## config.mk

```make
export PLATFORM = sky130hd
export DESIGN_NAME = mac_accumulator_flat
export DESIGN_NICKNAME = d
export VERILOG_FILES = /design/src/rtl/mac_pkg.sv /design/src/rtl/mac_accumulator_if.sv /design/src/rtl/mac_sat_add.sv /design/src/rtl/mac_accumulator.sv /design/src/flat_wrapper.sv
export SDC_FILE = /design/constraint.sdc
export NUM_CORES = 1
export LEC_CHECK = 0
export CAP_MARGIN = 5
export CORE_UTILIZATION = 58
export DETAILED_ROUTE_END_ITERATION = 10
export GPL_TIMING_DRIVEN = 0
export HOLD_SLACK_MARGIN = 0.15
export PLACE_DENSITY_LB_ADDON = 0.12
export SETUP_SLACK_MARGIN = 0.2
export SKIP_LAST_GASP = 1
export SLEW_MARGIN = 20
export SYNTH_ARGS = -nofsm -noshare
export SYNTH_HDL_FRONTEND = slang
export SYNTH_SLANG_ARGS = --single-unit
```

## constraint.sdc

```tcl
create_clock -name clk -period 7.7 [get_ports clk]
set_input_delay 1.155 -clock clk [delete_from_list [all_inputs] [get_ports clk]]
set_output_delay 1.155 -clock clk [all_outputs]
set_load 0.02 [all_outputs]
```

## src/rtl/mac_pkg.sv

```systemverilog
// Shared definitions for the SD4 MAC accumulator stage: default widths,
// FSM state encoding and the default-width saturation limits.
package mac_pkg;

    localparam int IN_W_DEF  = 20;
    localparam int ACC_W_DEF = 32;

    typedef enum logic [1:0] {
        IDLE  = 2'd0,
        ACCUM = 2'd1,
        HOLD  = 2'd2
    } state_t;

    localparam logic signed [ACC_W_DEF-1:0] ACC_MAX = {1'b0, {(ACC_W_DEF-1){1'b1}}};
    localparam logic signed [ACC_W_DEF-1:0] ACC_MIN = {1'b1, {(ACC_W_DEF-1){1'b0}}};

endpackage

```

## src/rtl/mac_accumulator_if.sv

```systemverilog
// Beat input and result output handshake bundle of the MAC accumulator.
// The slave modport is the accumulator; the master modport is its environment.
interface mac_accumulator_if
    import mac_pkg::*;
#(
    parameter int IN_W  = IN_W_DEF,
    parameter int ACC_W = ACC_W_DEF,
    parameter int CNT_W = 9
);

    logic             in_valid;
    logic             in_last;
    logic [IN_W-1:0]  signed_sum;
    logic             in_ready;
    logic             out_valid;
    logic             out_ready;
    logic [ACC_W-1:0] acc_out;
    logic [CNT_W-1:0] term_cnt;
    logic             ovf;
    logic             forced_last;

    modport slave (
        input  in_valid, in_last, signed_sum, out_ready,
        output in_ready, out_valid, acc_out, term_cnt, ovf, forced_last
    );

    modport master (
        output in_valid, in_last, signed_sum, out_ready,
        input  in_ready, out_valid, acc_out, term_cnt, ovf, forced_last
    );

endinterface

```

## src/rtl/mac_sat_add.sv

```systemverilog
// Combinational signed accumulate step with overflow detection.
// Defining MAC_ACC_SAT_EN clamps an overflowing sum; otherwise it wraps.
module mac_sat_add
    import mac_pkg::*;
#(
    parameter int IN_W  = IN_W_DEF,
    parameter int ACC_W = ACC_W_DEF
) (
    input  logic [ACC_W-1:0] acc,
    input  logic [IN_W-1:0]  addend,
    output logic [ACC_W-1:0] sum,
    output logic             ovf
);

    logic [ACC_W:0] wide;

    // One guard bit: its disagreement with the ACC_W sign bit marks overflow,
    // and the guard bit itself carries the sign of the true sum.
    assign wide = {acc[ACC_W-1], acc} + {{(ACC_W+1-IN_W){addend[IN_W-1]}}, addend};
    assign ovf  = wide[ACC_W] ^ wide[ACC_W-1];

`ifdef MAC_ACC_SAT_EN
    localparam logic [ACC_W-1:0] SAT_MAX = {1'b0, {(ACC_W-1){1'b1}}};
    localparam logic [ACC_W-1:0] SAT_MIN = {1'b1, {(ACC_W-1){1'b0}}};

    always_comb begin
        sum = wide[ACC_W-1:0];
        if (ovf) begin
            sum = wide[ACC_W] ? SAT_MIN : SAT_MAX;
        end
    end
`else
    assign sum = wide[ACC_W-1:0];
`endif

endmodule

```

## src/rtl/mac_accumulator.sv

```systemverilog
// Stage 4 of the SD4 MAC pipeline: accumulates a run of partial sums and
// presents the result on a valid/ready port. MAC_ACC_SAT_EN selects clamping.
module mac_accumulator
    import mac_pkg::*;
#(
    parameter int IN_W      = IN_W_DEF,
    parameter int ACC_W     = ACC_W_DEF,
    parameter int MAX_TERMS = 256,
    parameter int CNT_W     = $clog2(MAX_TERMS) + 1
) (
    input logic              clk,
    input logic              rst,
    mac_accumulator_if.slave bus
);

    state_t           state;
    state_t           state_nxt;
    logic [ACC_W-1:0] acc;
    logic [CNT_W-1:0] cnt;
    logic [CNT_W-1:0] cnt_inc;
    logic             ovf_r;
    logic             forced_r;
    logic             accept;
    logic             close_max;
    logic [ACC_W-1:0] add_sum;
    logic             add_ovf;

    assign accept    = bus.in_valid && (state != HOLD);
    assign cnt_inc   = cnt + CNT_W'(1);
    assign close_max = (cnt_inc == CNT_W'(MAX_TERMS));

    mac_sat_add #(
        .IN_W  (IN_W),
        .ACC_W (ACC_W)
    ) u_add (
        .acc    (acc),
        .addend (bus.signed_sum),
        .sum    (add_sum),
        .ovf    (add_ovf)
    );

    always_comb begin
        state_nxt = state;
        case (state)
            IDLE:    if (accept) state_nxt = bus.in_last ? HOLD : ACCUM;
            ACCUM:   if (accept && (bus.in_last || close_max)) state_nxt = HOLD;
            HOLD:    if (bus.out_ready) state_nxt = IDLE;
            default: state_nxt = IDLE;
        endcase
    end

    always_ff @(posedge clk or negedge rst) begin
        if (!rst) state <= IDLE;
        else      state <= state_nxt;
    end

    // The first beat of a run overwrites the accumulator, so no clear is needed
    // between runs; ovf is sticky within a run.
    always_ff @(posedge clk or negedge rst) begin
        if (!rst) begin
            acc      <= '0;
            cnt      <= '0;
            ovf_r    <= 1'b0;
            forced_r <= 1'b0;
        end else begin
            case (state)
                IDLE: begin
                    if (accept) begin
                        acc      <= {{(ACC_W-IN_W){bus.signed_sum[IN_W-1]}}, bus.signed_sum};
                        cnt      <= CNT_W'(1);
                        ovf_r    <= 1'b0;
                        forced_r <= 1'b0;
                    end
                end
                ACCUM: begin
                    if (accept) begin
                        acc      <= add_sum;
                        cnt      <= cnt_inc;
                        ovf_r    <= ovf_r | add_ovf;
                        forced_r <= close_max && !bus.in_last;
                    end
                end
                HOLD: begin
                    if (bus.out_ready) forced_r <= 1'b0;
                end
                default: ;
            endcase
        end
    end

    assign bus.in_ready    = (state != HOLD);
    assign bus.out_valid   = (state == HOLD);
    assign bus.acc_out     = acc;
    assign bus.term_cnt    = cnt;
    assign bus.ovf         = ovf_r;
    assign bus.forced_last = forced_r;

endmodule

```

## src/flat_wrapper.sv

```systemverilog
// flat-port wrapper written by rule: the top's interface ports become plain ports
module mac_accumulator_flat import mac_pkg::*;
#(
    parameter int IN_W      = IN_W_DEF,
    parameter int ACC_W     = ACC_W_DEF,
    parameter int MAX_TERMS = 256,
    parameter int CNT_W     = $clog2(MAX_TERMS) + 1
)
  (clk, rst, bus_in_valid, bus_in_last, bus_signed_sum, bus_out_ready, bus_in_ready, bus_out_valid, bus_acc_out, bus_term_cnt, bus_ovf, bus_forced_last);
  mac_accumulator_if #(.IN_W(IN_W), .ACC_W(ACC_W), .CNT_W(CNT_W)) bus_i ();
  input logic clk;
  input logic rst;
  input wire logic [$bits(bus_i.in_valid)-1:0] bus_in_valid;
  input wire logic [$bits(bus_i.in_last)-1:0] bus_in_last;
  input wire logic [$bits(bus_i.signed_sum)-1:0] bus_signed_sum;
  input wire logic [$bits(bus_i.out_ready)-1:0] bus_out_ready;
  output wire logic [$bits(bus_i.in_ready)-1:0] bus_in_ready;
  output wire logic [$bits(bus_i.out_valid)-1:0] bus_out_valid;
  output wire logic [$bits(bus_i.acc_out)-1:0] bus_acc_out;
  output wire logic [$bits(bus_i.term_cnt)-1:0] bus_term_cnt;
  output wire logic [$bits(bus_i.ovf)-1:0] bus_ovf;
  output wire logic [$bits(bus_i.forced_last)-1:0] bus_forced_last;
  assign bus_i.in_valid = bus_in_valid;
  assign bus_i.in_last = bus_in_last;
  assign bus_i.signed_sum = bus_signed_sum;
  assign bus_i.out_ready = bus_out_ready;
  assign bus_in_ready = bus_i.in_ready;
  assign bus_out_valid = bus_i.out_valid;
  assign bus_acc_out = bus_i.acc_out;
  assign bus_term_cnt = bus_i.term_cnt;
  assign bus_ovf = bus_i.ovf;
  assign bus_forced_last = bus_i.forced_last;
  mac_accumulator #(.IN_W(IN_W), .ACC_W(ACC_W), .MAX_TERMS(MAX_TERMS), .CNT_W(CNT_W)) u_core (.clk(clk), .rst(rst), .bus(bus_i));
endmodule
```

==> Word-level counts from Yosys, hierarchy flattened <==
Index checks and enable logic that the tools add are counted.
Widths: inputs -> output; s select.
{ "totals": {"input_bits": 25, "word_cells": 45, "memories": 0, "ramBits": 0, "out_inout_bits": 45, "latchBits": 0, "register_bits": 45, "romBits": 0} }
{ "op_classes": {"div_mod_pow": 0, "eq_ne": 8, "mux": 17, "addsub": 2, "bitwise_logic": 2, "shift": 0, "magnitude_cmp": 0, "reduce_logical": 11, "multipliers": 0} }
{ "ops": {"columns": ["cell", "n"], "rows": [
  ["$mux 32", 2],
  ["$pmux 32 s2", 1],
  ["$add 32x20->33", 1],
  ["$mux 9", 2],
  ["$pmux 9 s2", 1],
  ["$add 9x1->9 const B", 1],
  ["$eq 9x9->1 const B", 1],
  ["$mux 2", 4],
  ["$ne 2x1->1 const B", 3],
  ["$pmux 2 s3", 1],
  ["$reduce_and 3->1", 2],
  ["$mux 1", 4],
  ["$ne 2x2->1 const B", 2],
  ["$reduce_and 4->1", 1],
  ["$logic_and 1x1->1", 3],
  ["$pmux 1 s3", 1],
  ["$reduce_bool 3->1", 1],
  ["$eq 2x1->1 const B", 1],
  ["$eq 2x2->1 const B", 1],
  ["$logic_not 2->1", 1],
  ["$pmux 1 s2", 1],
  ["$reduce_bool 2->1", 1],
  ["$logic_not 1->1", 1],
  ["$logic_or 1x1->1", 1],
  ["other kinds (2)", 2]
]} }

==> Depth between registers and ports, before layout <==
Gate-level depths: netlist (run 1).
{ "depth": {"depth_word": 6, "ltp_mapped": 11, "depth_no_buf": 11} }

==> Cells and area by module <==
From an unflattened synthesis (run 1), not the netlist that was laid out.
{ "hier_totals": {"hier_cells": 453, "hier_area_um2": 3836.2} }
{ "by_module_without_submodules": {"columns": ["mod", "area_per_inst_um2", "cells_each", "seq_area_each_um2", "instances"], "rows": [
  ["mac_accumulator", 2199.6, 230, 1126.1, 1],
  ["mac_sat_add", 1636.6, 223, 0.0, 1]
]} }

==> Worst setup path after synthesis (run 1) <==
Ideal clock, no wire load.
{ "synth_timing": {"path_type": "input to register", "from": "input port bus_signed_sum[0]", "to": "register u_core.ovf_r, in the netlist u_core.bus.ovf", "t_required_ns": 7.633, "path_slack_ns": 4.361, "t_arrival_ns": 3.272, "n_path_buf": 0, "path_stages": 11, "setup_ns": 0.067, "path_cell_list": "ha_1 inv_1 fa_1 nand2b_1 a21o_1 a211o_1 a31oi_2 a2111oi_2 o31ai_2 mux2i_1 o311a_1"} }
{ "synth_between": {"elab_chain_cells": 5} }
{ "synth_rtl": {"columns": ["item", "line_no", "text"], "rows": [
  ["from (decl)", "flat_wrapper.sv:15", "input wire logic [$bits(bus_i.signed_sum)-1:0] bus_signed_sum;"],
  ["$add 32x20->33", "mac_sat_add.sv:19", "assign wide = {acc[ACC_W-1], acc} + {{(ACC_W+1-IN_W){addend[IN_W-1]}}, addend};"],
  ["$xor 1x1->1", "mac_sat_add.sv:20", "assign ovf = wide[ACC_W] ^ wide[ACC_W-1];"],
  ["$or 1x1->1", "mac_accumulator.sv:79", "ovf_r <= ovf_r | add_ovf;"],
  ["$mux 1", "mac_accumulator.sv:76", "if (accept) begin"],
  ["$pmux 1 s2", "mac_accumulator.sv:66", "case (state)"],
  ["to (signal assigned)", "mac_accumulator.sv:79", null],
  ["to (decl)", "mac_accumulator.sv:21", "logic ovf_r;"]
]} }
Every way passes these cells. The select of a mux whose other input is x is not followed.
A chain may end at the register's enable or synchronous reset.

==> Worst setup path after layout (run 1) <==
{ "layout_timing": {"from": "input port bus_signed_sum[19]", "to": "register u_core.ovf_r, in the netlist u_core.bus.ovf"} }
The elaborated chain is that of the path after synthesis.

==> results.py, run 1 <==
metrics = {
    "outcome": {
        "outcome": "finished with violations",
        "violations": "DRC",
    },
    "setup_path": {
        "critPathLaunchType": "input pin",
        "critPathCaptureType": "flip-flop",
        "required_ps": 7900,
        "cp_max_fo": 14,
        "r2r_cells": 11,
        "crit_path_end": "u_core.bus.ovf",
        "reg2reg_slack_ps": 4800,
        "critPathLaunch": "bus_signed_sum[19]",
        "r2r_start": "u_core.bus.acc_out[0]",
        "crit_arrival_ps": 4150,
        "rr_endpoint": "u_core.bus.ovf",
        "crit_type": "in -> reg",
    },
    "timing": {
        "rsz0062_at_grt": "no",
        "setup_violations": 0,
        "fin_crit_ps": 3960,
        "final_max_slew_viol_count": 0,
        "fin_ws_ps": 3740,
        "fmax_mhz": 253,
        "max_slew_margin_pct": 51.6,
        "hold_viol": 0,
        "tightest_slew_ps": 725,
        "fin_worst_hold_slack_ps": 484,
        "fin_worst_skew_ps": 11.2,
        "finalSetupTns_ps": 0,
        "period_share_pct": 51.4,
    },
    "logic_synthesis": {
        "synth_compound_area_share_pct": 27.2,
        "synthMuxAreaShare_pct": 5.70,
        "synth_edf_count": 0,
        "synth-xor-area-share_pct": 6.32,
        "ys.flop_type": "dfrtp_1",
        "ys_types": 66,
        "synth_top_family_by_area": "compound AO/OA/AOI/OAI gates",
        "syn_avg_cell_area_um2": 8.67,
        "ys.warnings.count": 0,
        "async_reset_ff_share_pct": 100,
        "yosys.area_share.simple_pct": 16.5,
        "postSynthCellCount": 448,
        "synthAdderAreaFrac_pct": 11.2,
        "ys_seq_area_share_pct": 29.0,
        "synth.net_count": 507,
        "postSynthRegisterBits": 45,
        "synth.cell_area_um2": 3880,
    },
    "die": {
        "die_area_um2": 7020,
        "fp-row-count": 29,
        "io_pins": 70,
        "start_util_pct": 60.5,
        "fp.coreArea_um2": 6420,
        "die_w_um": 83.8,
        "die_h_um": 83.8,
    },
    "routing": {
        "drtAntennaViolNets": 0,
        "initialDrtViolationCount": 247,
        "drcViolationCount": 12,
        "via_per_inst": 6.22,
        "routedWlPerCell_um": 17.5,
        "wl_um": 10600,
        "detailroute.via_count": 3753,
        "firstDrtPassIters": 7,
    },
    "global_route": {
        "grt_usage_pct": 31.2,
        "gr-total-overflow": 0,
        "grt_pass1_wl_um": 17600,
        "grt_antenna_before_repair": 0,
        "grt_max_degree": 29,
        "grt_pass1_vias": 3734,
    },
    "power": {
        "ir_drop_v": 0.000182,
        "powerDensity_nw_per_um2": 301,
        "p_leak_uw": 0.00207,
    },
    "clock_tree": {
        "tritoncts": "built",
        "cts_hold_buf": 0,
        "htree_levels": 2,
        "path_clk_slew_ps": 110,
        "cts_root_buffer": "clkbuf_8",
        "cts_setup_buffers": 0,
        "clk_latency_ps": 310,
        "cts.sinks": 45,
        "cts_made_buffers": 5,
        "clk_path_buf_depth": 2,
        "cts.repair.resized": 0,
    },
    "placed_design": {
        "dp_hpwl_um": 7970,
        "gp_congestion": 0.928,
        "port_buffers": 69,
        "dpl_cell_area_um2": 4680,
        "preCtsSetupSlack_ps": 3430,
    },
    "layout": {
        "design_area_um2": 4780,
        "n_antenna_cell": 0,
        "syn2layout_area_growth_pct": 23.1,
        "utilization_pct": 74.4,
        "layout.nets": 584,
        "layout-drive-gt1-share_pct": 7.60,
        "final_common_cell": "clkdlybuf4s50_1",
        "layout_common_cells": "clkdlybuf4s50_1, nand2_1, dfrtp_1",
    },
    "run": {
        "maxCapViolCount": 0,
    },
    "worst_hold_path": {
        "min_path_type": "reg -> reg",
    },
}
## cells in the mapped netlist (all sizes together), types with 2 or more instances
library cell / count / area (um^2)
o31ai: 3 / 27.5
a21boi: 2 / 18.8
xor2: 13 / 114
nor3b: 4 / 35.0
o211ai: 3 / 27.5
inv: 11 / 41.3
a21oi: 44 / 224
nor4: 2 / 18.8
and3: 4 / 26.3
xnor2: 15 / 131
a311oi: 2 / 17.5
a21o: 12 / 91.3
and2: 3 / 18.8
buf: 9 / 75.1
nor2: 23 / 86.3
a211o: 3 / 26.3
nand3: 12 / 60.1
dfrtp: 45 / 1130
clkbuf: 11 / 41.3
a211oi: 6 / 67.6
ha: 33 / 413
mux2i: 21 / 210
nand4: 6 / 50.0
nor2b: 4 / 25.0
a22o: 7 / 61.3
a41oi: 2 / 25.0
o21a: 3 / 22.5
nor3: 7 / 35.0
o21bai: 3 / 22.5
o41ai: 2 / 32.5
nand2: 56 / 210
a31oi: 8 / 71.3
nand2b: 6 / 37.5
o21ai: 49 / 249
## layer usage
layer / vias to the layer above / part of all wire [%] / GRT usage (%)
met3: 16 / 4.9 / 3.76
met2: 110 / 49 / 54.9
met1: 1830 / 44 / 39.8
met5: - / 0 / 0
met4: 0 / 1.5 / 9.87
li1: 1797 / - / -
## worst max-delay path, cell delays in order
cell and delay [ps]:
clkdlybuf4s50_1 860, ha_1 360, buf_6 140, a21o_1 220, a31oi_4 210, a2bb2oi_2 190, a41oi_2 150, o41ai_2 400
nor3b_2 240, mux2i_1 80, o311a_1 120
## flip-flops by register name, summed over array words and instances (netlist names)
register,count
u_core.state,2
u_core.bus.acc_out,32
u_core.bus.forced_last,1
u_core.bus.term_cnt,9
u_core.bus.ovf,1
## metrics by stage
step	std cells	power, uW
after floorplan	448	988
after global routing	603	1540
after global placement	594	1240
after CTS	603	1430
final	603	1440
after detailed placement	595	1260
## where the power goes
group	switching, uW	leakage, uW	internal [uW]
Clock	97.7	0.0000452	66.5
Combinational	509	0.00146	407
Sequential	60.6	0.000563	297
## area by class of cell
class | instances | area, um^2
fill | 513 | 1640
buffer | 20 | 116
tap | 77 | 96.3
inverter | 11 | 41.3
multi-input combinational | 372 | 2600
timing repair buffer | 70 | 706
sequential | 45 | 1130
clock inverter | 3 | 25.0
clock buffer | 5 | 68.8
## cell families (layout without fill, tap and decap cells)
group | after synthesis | in the layout
DFF | 45 | 45
and+or+nand+nor | 132 | 132
buffers and inverters | 31 | 109
xor gates and xnor gates | 28 | 28
AOI/OAI and AO/OA | 156 | 156
adders and majority gates | 34 | 34
muxes | 22 | 22
## how the worst min path moves through the flow
stage	depth (start not counted)	from	slack, ps	end
detailed placement	1	u_core.state[1]	470	u_core.state[0]
floorplan	1	u_core.state[1]	440	u_core.state[0]
finish	1	u_core.state[1]	480	u_core.state[0]
global placement	1	u_core.state[1]	470	u_core.state[0]
CTS	1	u_core.state[1]	490	u_core.state[0]
global route	1	u_core.state[1]	510	u_core.state[0]
Note: power is estimated with default switching activity, not from simulation.
==> run 2, diff against run 1 <==
--- a/config.mk
+++ b/config.mk
@@ -6,7 +6,7 @@
 export NUM_CORES = 1
 export LEC_CHECK = 0
 export CAP_MARGIN = 5
-export CORE_UTILIZATION = 58
+export CORE_UTILIZATION = 54
 export DETAILED_ROUTE_END_ITERATION = 10
 export GPL_TIMING_DRIVEN = 0
 export HOLD_SLACK_MARGIN = 0.15
==> constraint.sdc (replaced) <==
create_clock -name clk -period 3.9 [get_ports clk]
set_input_delay 0.585 -clock clk [delete_from_list [all_inputs] [get_ports clk]]
set_output_delay 0.585 -clock clk [all_outputs]
set_load 0.02 [all_outputs]
==> results.py, run 2 (synthesis results as in run 1) <==
metrics = {
    "worst_hold_path": {
        "min_path_type": "in -> async",
    },
    "timing": {
        "fin_crit_ps": 3440,
        "finalSetupTns_ps": 0,
        "period_share_pct": 88.2,
        "max_slew_margin_pct": 52.8,
        "tightest_slew_ps": 707,
        "rsz0062_at_grt": "no",
        "fmax_mhz": 291,
        "final_max_slew_viol_count": 0,
        "hold_viol": 0,
        "fin_worst_skew_ps": 4.26,
        "setup_violations": 0,
    },
    "outcome": {
        "outcome": "completed",
    },
    "run": {
        "maxCapViolCount": 0,
    },
    "setup_path": {
        "required_ps": 4100,
        "crit_arrival_ps": 3640,
        "reg2reg_slack_ps": 1070,
        "r2r_cells": 11,
        "r2r_start": "u_core.bus.acc_out[0]",
        "critPathLaunchType": "input pin",
        "crit_path_end": "u_core.bus.ovf",
        "crit_type": "in -> reg",
        "rr_endpoint": "u_core.bus.ovf",
        "cp_max_fo": 14,
        "critPathCaptureType": "flip-flop",
        "critPathLaunch": "bus_signed_sum[19]",
    },
    "placed_design": {
        "dpl_cell_area_um2": 4710,
        "gp_congestion": 0.897,
        "dp_hpwl_um": 7540,
        "port_buffers": 69,
    },
    "die": {
        "die_h_um": 86.8,
        "start_util_pct": 56.5,
        "io_pins": 70,
        "die_area_um2": 7530,
        "fp.coreArea_um2": 6870,
        "fp-row-count": 30,
        "die_w_um": 86.8,
    },
    "layout": {
        "layout_common_cells": "clkdlybuf4s50_1, nand2_1, dfrtp_1",
        "final_common_cell": "clkdlybuf4s50_1",
        "syn2layout_area_growth_pct": 24.8,
        "n_antenna_cell": 0,
        "design_area_um2": 4850,
        "layout.nets": 584,
        "largest_reg_flops": 32,
        "layout-drive-gt1-share_pct": 7.60,
    },
    "clock_tree": {
        "cts.repair.resized": 0,
        "cts_hold_buf": 0,
        "cts_made_buffers": 5,
        "cts_root_buffer": "clkbuf_8",
        "path_clk_slew_ps": 90,
        "clk_latency_ps": 310,
        "cts.sinks": 45,
        "cts_setup_buffers": 0,
        "tritoncts": "built",
        "clk_path_buf_depth": 2,
        "htree_levels": 2,
    },
    "global_route": {
        "gr-total-overflow": 0,
        "grt_pass1_vias": 3482,
        "grt_pass1_wl_um": 16800,
        "grt_usage_pct": 28.3,
        "grt_max_degree": 31,
        "grt_antenna_before_repair": 0,
    },
    "routing": {
        "wl_um": 9870,
        "routedWlPerCell_um": 15.9,
        "drtAntennaViolNets": 0,
        "firstDrtPassIters": 4,
        "initialDrtViolationCount": 292,
        "drcViolationCount": 0,
        "detailroute.via_count": 3697,
        "via_per_inst": 5.94,
    },
    "power": {
        "seq_power_share_pct": 24.1,
        "powerDensity_nw_per_um2": 605,
        "switching_share_pct": 43.8,
        "ir_drop_v": 0.000333,
        "p_leak_uw": 0.00209,
        "power.switching_uw": 1280,
        "p_clk_share_pct": 15.1,
        "combPwrFrac_pct": 60.8,
        "p_int_uw": 1650,
    },
}
-- run 2: per-stage QoR --
stage / instances / setup WS, ps / hold WS (ps) / utilization [%] / power [uW]
after floorplan: 448 / 1130 / 289 / - / 1950
after global placement: 613 / 246 / 459 / 68.3 / 2430
after detailed placement: 614 / 154 / 482 / 68.5 / 2480
after CTS: 622 / 478 / 203 / 70.5 / 2930
after global routing: 622 / 311 / 218 / 70.5 / 3140
final: 622 / 459 / 186 / 70.5 / 2930
-- run 2: cell type report --
class	instances	area (um^2)
Tap cell	96	120
Sequential cell	45	1130
Clock buffer	5	68.8
Buffer	20	116
Fill cell	567	2020
Clock inverter	3	68.8
Multi-Input combinational cell	372	2600
Timing Repair Buffer	70	706
Inverter	11	41.3
-- run 2: worst min path at each step --
stage,to,slack (ps)
final,u_core.bus.acc_out[4],190
after global placement,u_core.state[0],460
after detailed placement,u_core.state[0],480
after floorplan,u_core.bus.acc_out[0],290
after global routing,u_core.bus.acc_out[4],220
after CTS,u_core.bus.acc_out[4],200
-- run 2: layer usage --
metal	up-vias	global-route usage (%)	part of all wire, %	wire (um)
li1	1802	-	-	-
met1	1764	38.2	45	4420
met2	118	47.0	48	4710
met4	0	8.64	1.4	142
met3	13	3.81	6.1	604
met5	-	0	0	0
-- run 2: power by group through the flow --
stage,clock [uW],sequential (uW),combinational (uW)
floorplan,0,840,1110
global placement,0,709,1720
detailed placement,0,715,1760
CTS,448,706,1780
global route,460,724,1960
finish,442,707,1780
-- run 2: worst max-delay path, cell delays in order --
cell	delay, ps
clkdlybuf4s50_1	840
ha_1	350
buf_6	140
a21o_1	220
a31oi_4	220
a2bb2oi_2	190
a41oi_2	180
o41ai_2	450
nor3b_2	240
mux2i_1	90
o311a_1	130
==> run 3, diff against run 2 <==
--- a/config.mk
+++ b/config.mk
@@ -5,7 +5,6 @@
 export SDC_FILE = /design/constraint.sdc
 export NUM_CORES = 1
 export LEC_CHECK = 0
-export CAP_MARGIN = 5
 export CORE_UTILIZATION = 54
 export DETAILED_ROUTE_END_ITERATION = 10
 export GPL_TIMING_DRIVEN = 0
==> results of run 3 <==
Same layout as run 2: the final DEF is identical, and so are final timing and power.
